--- config.mk ---
export PLATFORM = sky130hd
export DESIGN_NAME = ring_pulse_sequencer
export DESIGN_NICKNAME = d
export VERILOG_FILES = /design/src/rtl/ring_pulse_sequencer.sv
export SDC_FILE = /design/constraint.sdc
export NUM_CORES = 1
export LEC_CHECK = 0
export BUFFER_PORTS_ARGS = -buffer_cell sky130_fd_sc_hd__buf_4
export CORE_ASPECT_RATIO = 0.75
export CORE_UTILIZATION = 39
export CTS_BUF_LIST = sky130_fd_sc_hd__clkbuf_2
export CTS_CLUSTER_SIZE = 10
export DETAILED_ROUTE_END_ITERATION = 12
export GPL_TIMING_DRIVEN = 0
export SLEW_MARGIN = 20
export SYNTH_ARGS = -nofsm -noshare
export SYNTH_HDL_FRONTEND = slang
export SYNTH_SLANG_ARGS = --single-unit
--- constraint.sdc ---
create_clock -name clk -period 2.43 [get_ports clk]
set_input_delay 0 -clock clk [delete_from_list [all_inputs] [get_ports clk]]
set_output_delay 0 -clock clk [all_outputs]
set_load 0.01 [all_outputs]
--- src/rtl/ring_pulse_sequencer.sv ---
// One-hot ring sequencer: rotates a ring and emits a bounded burst of tap pulses, always parking the ring at bit 0.
// Optional ring-integrity checker is built when RING_SEQ_CHECK_EN is defined.
module ring_pulse_sequencer #(
    parameter int WIDTH = 16,
    parameter int CNT_W = 8
) (
    input  logic                     clk,
    input  logic                     rst_n,
    input  logic                     start,
    input  logic                     stop,
    input  logic [$clog2(WIDTH)-1:0] tap_sel,
    input  logic [CNT_W-1:0]         burst_len,
    output logic                     busy,
    output logic                     done,
    output logic                     pulse_out,
    output logic [WIDTH-1:0]         ring_q,
    output logic [CNT_W-1:0]         pulse_count,
    output logic                     err
);
    localparam int TW = $clog2(WIDTH);

    typedef enum logic [1:0] {IDLE, RUN, DRAIN} state_t;

    state_t           state, state_nxt;
    logic [WIDTH-1:0] ring, ring_nxt, ring_rot;
    logic [TW-1:0]    tap;
    logic [CNT_W-1:0] len, count;
    logic             done_r, exit_seq, accept, last_pulse, finish;

    // Non-power-of-two rings can be addressed past their end; pin those to the top bit.
    function automatic logic [TW-1:0] clamp_tap(input logic [TW-1:0] t);
        if (32'(t) > 32'(WIDTH - 1))
            return TW'(WIDTH - 1);
        return t;
    endfunction

    assign ring_rot    = {ring[WIDTH-2:0], ring[WIDTH-1]};
    assign accept      = (state == IDLE) && start;
    assign pulse_out   = (state == RUN) && ring[tap];
    assign last_pulse  = pulse_out && (len != '0) && ((count + CNT_W'(1)) == len);
    assign finish      = last_pulse || stop;
    assign busy        = (state != IDLE);
    assign done        = done_r;
    assign ring_q      = ring;
    assign pulse_count = count;

`ifdef RING_SEQ_CHECK_EN
    logic corrupt;
    assign corrupt = busy && ($countones(ring) != 1);
`endif

    always_comb begin
        state_nxt = state;
        ring_nxt  = ring;
        exit_seq  = 1'b0;
        case (state)
            IDLE: begin
                if (start)
                    state_nxt = RUN;
            end
            RUN: begin
                ring_nxt = ring_rot;
                // Leaving on the top bit means the rotation lands the ring back at home.
                if (finish) begin
                    if (ring[WIDTH-1]) begin
                        state_nxt = IDLE;
                        exit_seq  = 1'b1;
                    end else begin
                        state_nxt = DRAIN;
                    end
                end
            end
            DRAIN: begin
                ring_nxt = ring_rot;
                if (ring[WIDTH-1]) begin
                    state_nxt = IDLE;
                    exit_seq  = 1'b1;
                end
            end
            default: state_nxt = IDLE;
        endcase
`ifdef RING_SEQ_CHECK_EN
        if (corrupt) begin
            state_nxt = IDLE;
            ring_nxt  = WIDTH'(1);
            exit_seq  = 1'b0;
        end
`endif
    end

    always_ff @(posedge clk or negedge rst_n) begin
        if (!rst_n) begin
            state  <= IDLE;
            ring   <= WIDTH'(1);
            tap    <= '0;
            len    <= '0;
            count  <= '0;
            done_r <= 1'b0;
        end else begin
            state  <= state_nxt;
            ring   <= ring_nxt;
            done_r <= exit_seq;
            if (accept) begin
                tap   <= clamp_tap(tap_sel);
                len   <= burst_len;
                count <= '0;
            end else if (pulse_out && (count != '1)) begin
                count <= count + CNT_W'(1);
            end
        end
    end

`ifdef RING_SEQ_CHECK_EN
    always_ff @(posedge clk or negedge rst_n) begin
        if (!rst_n)
            err <= 1'b0;
        else if (corrupt)
            err <= 1'b1;
    end
`else
    assign err = 1'b0;
`endif

endmodule

==> metrics.sh, run 1 <==
DPL_WORST_SLACK_PS=91.2
DIE_X_UM=86.5
INSERTEDDIODECOUNT=0
GRT_OVERALL_USAGE=0.171
POST_ROUTE_SETUP_SLACK_PS=120
DIE_AREA_UM2=5660
CLOCK_PATH_BUFFERS=2
FINAL_CELL_COUNT_WITHOUT_FILLERS=312
NETLIST.AREA_LEADER.SHARE=0.455
POST_SYNTH_MUX_AREA_SHARE=0.196
LAYOUT.FILLER_CELLS=476
SYNTH_COMPOUND_GATE_AREA_SHARE=0.0874
SYNTH-ADDER-AREA-SHARE=0.0240
OUTCOME='completed'
SYNTH-XOR-AREA-SHARE=0.0629
CP_CELL_SEQUENCE='ha_1 -> xor2_1 -> a211oi_1 -> o211ai_1 -> a211oi_2 -> a31oi_4 -> and3_1 -> a221o_1'
DRIVE_GT1_FRAC=0.413
SETUP_REPAIR_AFTER_GLOBAL_ROUTING_MISSED_ITS_MARGIN='false'
FINAL.SETUP.TNS_PS=0
P_SW_FRAC=0.373
NUMBER_OF_GLOBAL_ROUTE_VIAS_BEFORE_REPAIR=1408
LAYOUT_UTILIZATION=0.541
ANT_NETS=0
GLOBAL_ROUTE.USAGE.MET1=0.266
TRITONCTS_NUM_SINKS=39
NETLIST.TOP_CELL.BY_AREA='sky130_fd_sc_hd__dfrtp_1'
SETUP_VIOL=0
DRC_ERRORS=0
CTS-BUFFERS-INSERTED=5
GRT_MAX_DEGREE=40
ROWS=22
CLK-INSERTION-DELAY-LATE_PS=400
PLACED_CELLS=289
NUMBER_OF_ENABLE_FLIP_FLOP_CELLS_AFTER_SYNTHESIS=0
ROUTED_WIRE_LENGTH_PER_INSTANCE_UM=13.6
FINAL_MIN_PERIOD_OVER_CLOCK_PERIOD=0.951
DESIGN.CORE.AREA_UM2=5010
AREA_OF_THE_MULTI_INPUT_GATES_UM2=1020
PLACE_HPWL_MM=3.10
SETUP.WORST_PATH.START_CLASS='flop'
SETUP_CRIT_PATH_KIND='reg -> reg'
POWER.STATIC_LEAKAGE_nW=1.29
CP.ARRIVAL_PS=2610
YS_ASYNC_SR_FRACTION=1.00
GLOBAL_ROUTE.USAGE.MET2=0.224
SLEW_HEADROOM=0.604
INTPOWER_mW=1.48
IO_BUFFER_COUNT=42
GRT-OVFL-TOTAL=0
FINAL_SLEW_VIOLATIONS=0
SYNTH_TOP_CELLS_BY_AREA='sky130_fd_sc_hd__dfrtp_1, sky130_fd_sc_hd__mux2_2, sky130_fd_sc_hd__xor2_1, sky130_fd_sc_hd__xnor2_1, sky130_fd_sc_hd__ha_1'
MIN_FROM='stop'
POWER.SHARE.CLOCK=0.169
YS_SEQ_AREA_FRAC=0.468
HOLD_PATH_END='state[0]'
SYNTHMOSTINSTANTIATEDCELL='sky130_fd_sc_hd__dfrtp_1'
DRT-TOTAL-WL_MM=4.25
IOS=44
FIN_WORST_SKEW_PS=20.4
VIA_COUNT=1518
ROUTER_ITERATIONS_BEFORE_ANTENNA_REPAIR=4
WORST_IR_DROP_VDD_uV=510
SYN_AVG_CELL_AREA_UM2=11.9
MET3_DEMAND_TO_CAPACITY_SHARE_IN_GLOBAL_ROUTING=0.0440
CAP_VIOLATIONS=0
CTS_TREE='built'
GRT_FIRST_PASS_WIRELENGTH_MM=7.19
HOLD-PATH-CELL-COUNT=4
SYNTH_TOP_FLOP_CELL='sky130_fd_sc_hd__dfrtp_1'
POST_SYNTHESIS_CELL_COUNT=175
NETSWITCHINGPOWER_uW=884
FINALWEIGHTEDCONGESTION=0.866
PERIOD_NEEDED_PS=2310
PWR_DENS_nW_PER_UM2=874
FF2FF_PATH_DEPTH=8
SYN-CELL-AREA_UM2=2090
SYNTH_TOP_FAMILY_BY_AREA='multiplexers'
FINAL-SEQ-AREA_UM2=978
POSTSYNTHNETCOUNT=195
WORSTREG2REGSTART='pulse_count[0]'
CLOCK_TREE.HTREE_LEVEL_COUNT=2
FLOW.AREA_GROWTH_FROM_SYNTHESIS_PCT=29.7
YS.WARNINGS.COUNT=0
INITIAL_CORE_UTIL=0.417
TIMING.HOLD.WS_PS=38.7
FINAL-HOLD-VIOLATION-COUNT=0
SYNTHSIMPLEGATEAREAFRAC=0.114
CRITICAL_PATH_SINK_TYPE='flop'
DESIGN_AREA_UM2=2710
DIE-HEIGHT_UM=65.4
INITIAL_ANTENNA_VIOLATION_COUNT=0
FINAL_NET_COUNT=259
RR_ENDPOINT='state[1]'
DETAIL_ROUTE.ITER0.VIOLATIONS=96
SYNTH_COMMONEST_CELLS='sky130_fd_sc_hd__dfrtp_1, sky130_fd_sc_hd__mux2_2, sky130_fd_sc_hd__nor2_1'
WORST_EP_REQUIRED_TIME_PS=2730
R2R_SLACK_PS=120
SHARE_SEQ_OF_TOTAL_POWER=0.388
CTSROOTBUFFERMASTER='sky130_fd_sc_hd__clkbuf_2'
SLOWEST_DELAY_PS=480
GLOBALROUTE.BUSIESTLAYER='met1'
WORST_SLEW_PIN_SLEW_PS=594
CRITPATHMAXFANOUT=5
POWER_mW=2.37
NETLIST-CELL-TYPE-COUNT=45
DPL_CELL_AREA_UM2=2490
CTS.REPORTEDPATHS.CLKPINSLEW_PS=200
TIMING.CRITICAL_PATH.FROM='pulse_count[0]'
SYNTH.FF_LATCH_COUNT=39
CPMAXSTAGEDELAYCELL='sky130_fd_sc_hd__dfrtp_2'
MIN-DELAY-PATH-CLASS='in -> reg'
ROUTED_VIA_DENSITY=4.87
POWER.COMBINATIONAL.FRACTION=0.443
MAX_FREQ_GHz=0.433
-- cells in the final DEF (no fill, tap or decap), drive strengths merged, types with 3 or more instances in the layout --
cell and count:
xnor2 6, o21ai 3, a21oi 6, nand2 8
mux2i 5, nor2 13, clkbuf 9, dfrtp 38
xor2 9, nand2b 3, dlygate4sd3 13, buf 50
ha 4, inv 6, nand3 5, nor3 4
mux2 28
-- cell families (layout without fill, tap and decap cells) --
kind of cell / count (synthesis) / in the layout
XOR/XNOR: 15 / 15
buffers and inverters: 16 / 81
AO/OA/AOI/OAI: 22 / 22
adder cells (fa/ha/maj): 4 / 4
flip-flops: 39 / 39
multiplexers: 35 / 35
other: 1 / 1
AND/OR/NAND/NOR: 43 / 43
-- area by class of cell --
type	count	area share
buffer	10	0.0268
clock buffer	5	0.00923
clock inverter	3	0.0162
inverter	6	0.00831
multi-input combinational	120	0.375
sequential	39	0.361
tap	72	0.0332
timing repair buffer	57	0.170
-- worst max-delay path by stage --
stage	end	slack, ps
after global routing	state[1]	20
after detailed placement	state[1]	90
after floorplan	state[1]	290
final	state[1]	120
after global placement	state[1]	80
after CTS	state[1]	70
-- power groups by stage --
| stage | Clock [mW] | Sequential [mW] | Combinational, mW |
|---|---|---|---|
| after global routing | 0.446 | 0.945 | 1.15 |
| after CTS | 0.410 | 0.922 | 1.04 |
| final | 0.399 | 0.920 | 1.05 |
| after detailed placement | 0 | 0.936 | 1.02 |
| after global placement | 0 | 0.935 | 1.01 |
| after floorplan | 0 | 0.903 | 0.788 |
-- state kept, by name, summed over array words and instances, names as in the netlist --
name	count
pulse_count	8
len	8
tap	4
ring_q	16
state	2
done	1
-- worst max-delay path: cells and delay by family, from the launching register on --
family	cells	cell delay [ps]
DFF	1	480
AOI/OAI and AO/OA	5	1020
xor gates and xnor gates	1	180
adders and majority gates	1	360
and+or+nand+nor	1	190
-- repair_timing --
action	CTS	global route
endpoints found under the setup margin	0	2
resized for setup	0	1
hold buffers	13	0
hold endpoints to repair	51	0
buffers inserted	0	2
-- layer usage --
layer	vias to the layer above	part of all wire
met1	728	0.55
li1	753	-
met3	4	0.039
met2	33	0.40
met4	0	0.0089
met5	-	0
(Power assumes the default switching activity.)
==> run 2: changes to the inputs <==
CELL_PAD_IN_SITES_DETAIL_PLACEMENT = 2   (was not set)
CELL_PAD_IN_SITES_GLOBAL_PLACEMENT = 2   (was not set)
CORE_UTILIZATION = 37   (was 39)
PLACE_DENSITY_LB_ADDON = 0.1   (was not set)
RECOVER_POWER = 25   (was not set)
==> run 2 against run 1 <==
Sequential share of layout area grew 0.34 points. Via count grew 5.2%. Combinational power about the same. Flip-flop and latch count is the same. Setup slack gained 20 ps. Non-clock buffer count did not move. Sequential power rose by 0.8%. Register-to-register slack improved by 20 ps. Clock skew shrank 6.6 ps. Clock-buffer cell count increased by 2. Global-route usage increased by 4.5 points. Critical path type unchanged. Highest routed layer unchanged.
==> metrics.sh, run 2 (synthesis gave the netlist of run 1 again) <==
CRITPATHMAXFANOUT=4
CTS-BUFFERS-INSERTED=5
FIN_WORST_SKEW_PS=13.9
VIA_COUNT=1597
POWER.STATIC_LEAKAGE_nW=1.28
MAX_FREQ_GHz=0.437
CTSROOTBUFFERMASTER='sky130_fd_sc_hd__clkbuf_2'
CLOCK_TREE.HTREE_LEVEL_COUNT=2
LARGEST_REGISTER_FF_COUNT=16
INSERTEDDIODECOUNT=0
OUTCOME='completed'
POWER.COMBINATIONAL.FRACTION=0.469
GRT_MAX_DEGREE=40
MOSTFREQUENTLAYOUTCELL='sky130_fd_sc_hd__buf_4'
DPL_WORST_SLACK_PS=64.8
FINAL-HOLD-VIOLATION-COUNT=0
CTS_TREE='built'
FLOW.AREA_GROWTH_FROM_SYNTHESIS_PCT=28.5
POST_ROUTE_SETUP_SLACK_PS=139
DETAIL_ROUTE.ITER0.VIOLATIONS=51
GRT-OVFL-TOTAL=0
ROUTED_WIRE_LENGTH_PER_INSTANCE_UM=18.2
DESIGN_AREA_UM2=2690
FINAL-SEQ-AREA_UM2=978
SETUP_REPAIR_AFTER_GLOBAL_ROUTING_MISSED_ITS_MARGIN='false'
ROUTED_VIA_DENSITY=5.07
FINAL.SETUP.TNS_PS=0
CLOCK_PATH_BUFFERS=2
WORST_EP_REQUIRED_TIME_PS=2750
DRIVE_GT1_FRAC=0.408
WORST_SLEW_PIN_SLEW_PS=1020
IOS=44
NETSWITCHINGPOWER_uW=926
INTPOWER_mW=1.39
CAP_VIOLATIONS=0
FINAL_SLEW_VIOLATIONS=0
DRC_ERRORS=0
DRT-TOTAL-WL_MM=5.74
AREA_OF_THE_MULTI_INPUT_GATES_UM2=1020
ROWS=23
INITIAL_CORE_UTIL=0.388
SETUP.WORST_PATH.START_CLASS='flop'
DPL_CELL_AREA_UM2=2500
ROUTER_ITERATIONS_BEFORE_ANTENNA_REPAIR=4
WORST_IR_DROP_VDD_uV=400
POWER.SHARE.CLOCK=0.130
TRITONCTS_NUM_SINKS=39
DIE-HEIGHT_UM=67.1
DIE_X_UM=88.8
CP.ARRIVAL_PS=2610
GRT_FIRST_PASS_WIRELENGTH_MM=9.29
PLACE_HPWL_MM=4.15
LAYOUT.FILLER_CELLS=552
CTS.REPORTEDPATHS.CLKPINSLEW_PS=210
GRT_OVERALL_USAGE=0.216
MIN-DELAY-PATH-CLASS='in -> reg'
SETUP_CRIT_PATH_KIND='reg -> reg'
SHARE_SEQ_OF_TOTAL_POWER=0.401
PWR_DENS_nW_PER_UM2=861
P_SW_FRAC=0.400
ANT_NETS=0
NUMBER_OF_GLOBAL_ROUTE_VIAS_BEFORE_REPAIR=1704
INITIAL_ANTENNA_VIOLATION_COUNT=0
PERIOD_NEEDED_PS=2290
SETUP_VIOL=0
CLK-INSERTION-DELAY-LATE_PS=400
SLEW_HEADROOM=0.321
FINAL_MIN_PERIOD_OVER_CLOCK_PERIOD=0.943
CRITICAL_PATH_SINK_TYPE='flop'
MOST-COMMON-LAYOUT-CELLS='sky130_fd_sc_hd__buf_4, sky130_fd_sc_hd__dfrtp_1, sky130_fd_sc_hd__mux2_2'
DIE_AREA_UM2=5960
FINALWEIGHTEDCONGESTION=0.780
DESIGN.CORE.AREA_UM2=5380
IO_BUFFER_COUNT=42
FINAL_NET_COUNT=259
run 2: cell type report:
class                           count  share of cell area
Buffer                             10              0.0270
Timing Repair Buffer               57               0.171
Inverter                            6             0.00839
Tap cell                           75              0.0349
Clock buffer                        7              0.0130
Clock inverter                      1             0.00186
Multi-Input combinational cell    120               0.379
Sequential cell                    39               0.364
run 2: worst paths after layout:
path	start	to	slack [ps]	depth (start not counted)
min reg2reg	len[1]	len[1]	570	1
max reg2reg	pulse_count[1]	state[1]	140	8
min in group asynchronous	rst_n	ring_q[2]	260	2
max in group asynchronous	rst_n	pulse_count[0]	1470	2
min	start	state[0]	40	4
max	pulse_count[1]	state[1]	140	8
run 2: worst max-delay path, cell delays in order, from the launching register on:
cell,delay [ps]
sky130_fd_sc_hd__dfrtp_1,460
sky130_fd_sc_hd__ha_1,360
sky130_fd_sc_hd__xor2_1,180
sky130_fd_sc_hd__a211oi_1,240
sky130_fd_sc_hd__o211ai_1,150
sky130_fd_sc_hd__a211oi_2,230
sky130_fd_sc_hd__a31oi_4,140
sky130_fd_sc_hd__and3_1,200
sky130_fd_sc_hd__a221o_1,260
run 2: per-stage QoR:
stage	instances	hold slack, ps	utilization	power [mW]
finish	315	38.7	0.499	2.31
global route	315	42.2	0.499	2.47
CTS	314	42.6	0.498	2.32
detailed placement	292	7.78	0.464	2.00
global placement	292	-5.03	0.464	1.93
floorplan	175	-296	-	1.69
run 2: power groups by stage:
| stage | Combinational [mW] | Clock [mW] | Sequential, mW |
|---|---|---|---|
| finish | 1.08 | 0.301 | 0.927 |
| global placement | 0.995 | 0 | 0.936 |
| CTS | 1.08 | 0.306 | 0.937 |
| detailed placement | 1.05 | 0 | 0.951 |
| global route | 1.19 | 0.339 | 0.947 |
| floorplan | 0.788 | 0 | 0.903 |
run 2: per-layer routing:
| metal | part of all wire | vias to the layer above | global-route usage |
|---|---|---|---|
| met5 | 0 | - | 0 |
| met4 | 0.012 | 0 | 0.0665 |
| met3 | 0.031 | 7 | 0.0446 |
| met2 | 0.46 | 29 | 0.336 |
| met1 | 0.49 | 818 | 0.300 |
| li1 | - | 743 | - |
run 2: timing repair:
action                                 4_1_cts  5_1_grt
setup endpoints to repair                    0        2
resized for setup                            0        1
endpoints found under the hold margin       52        0
hold buffers                                14        0
setup buffers                                0        1
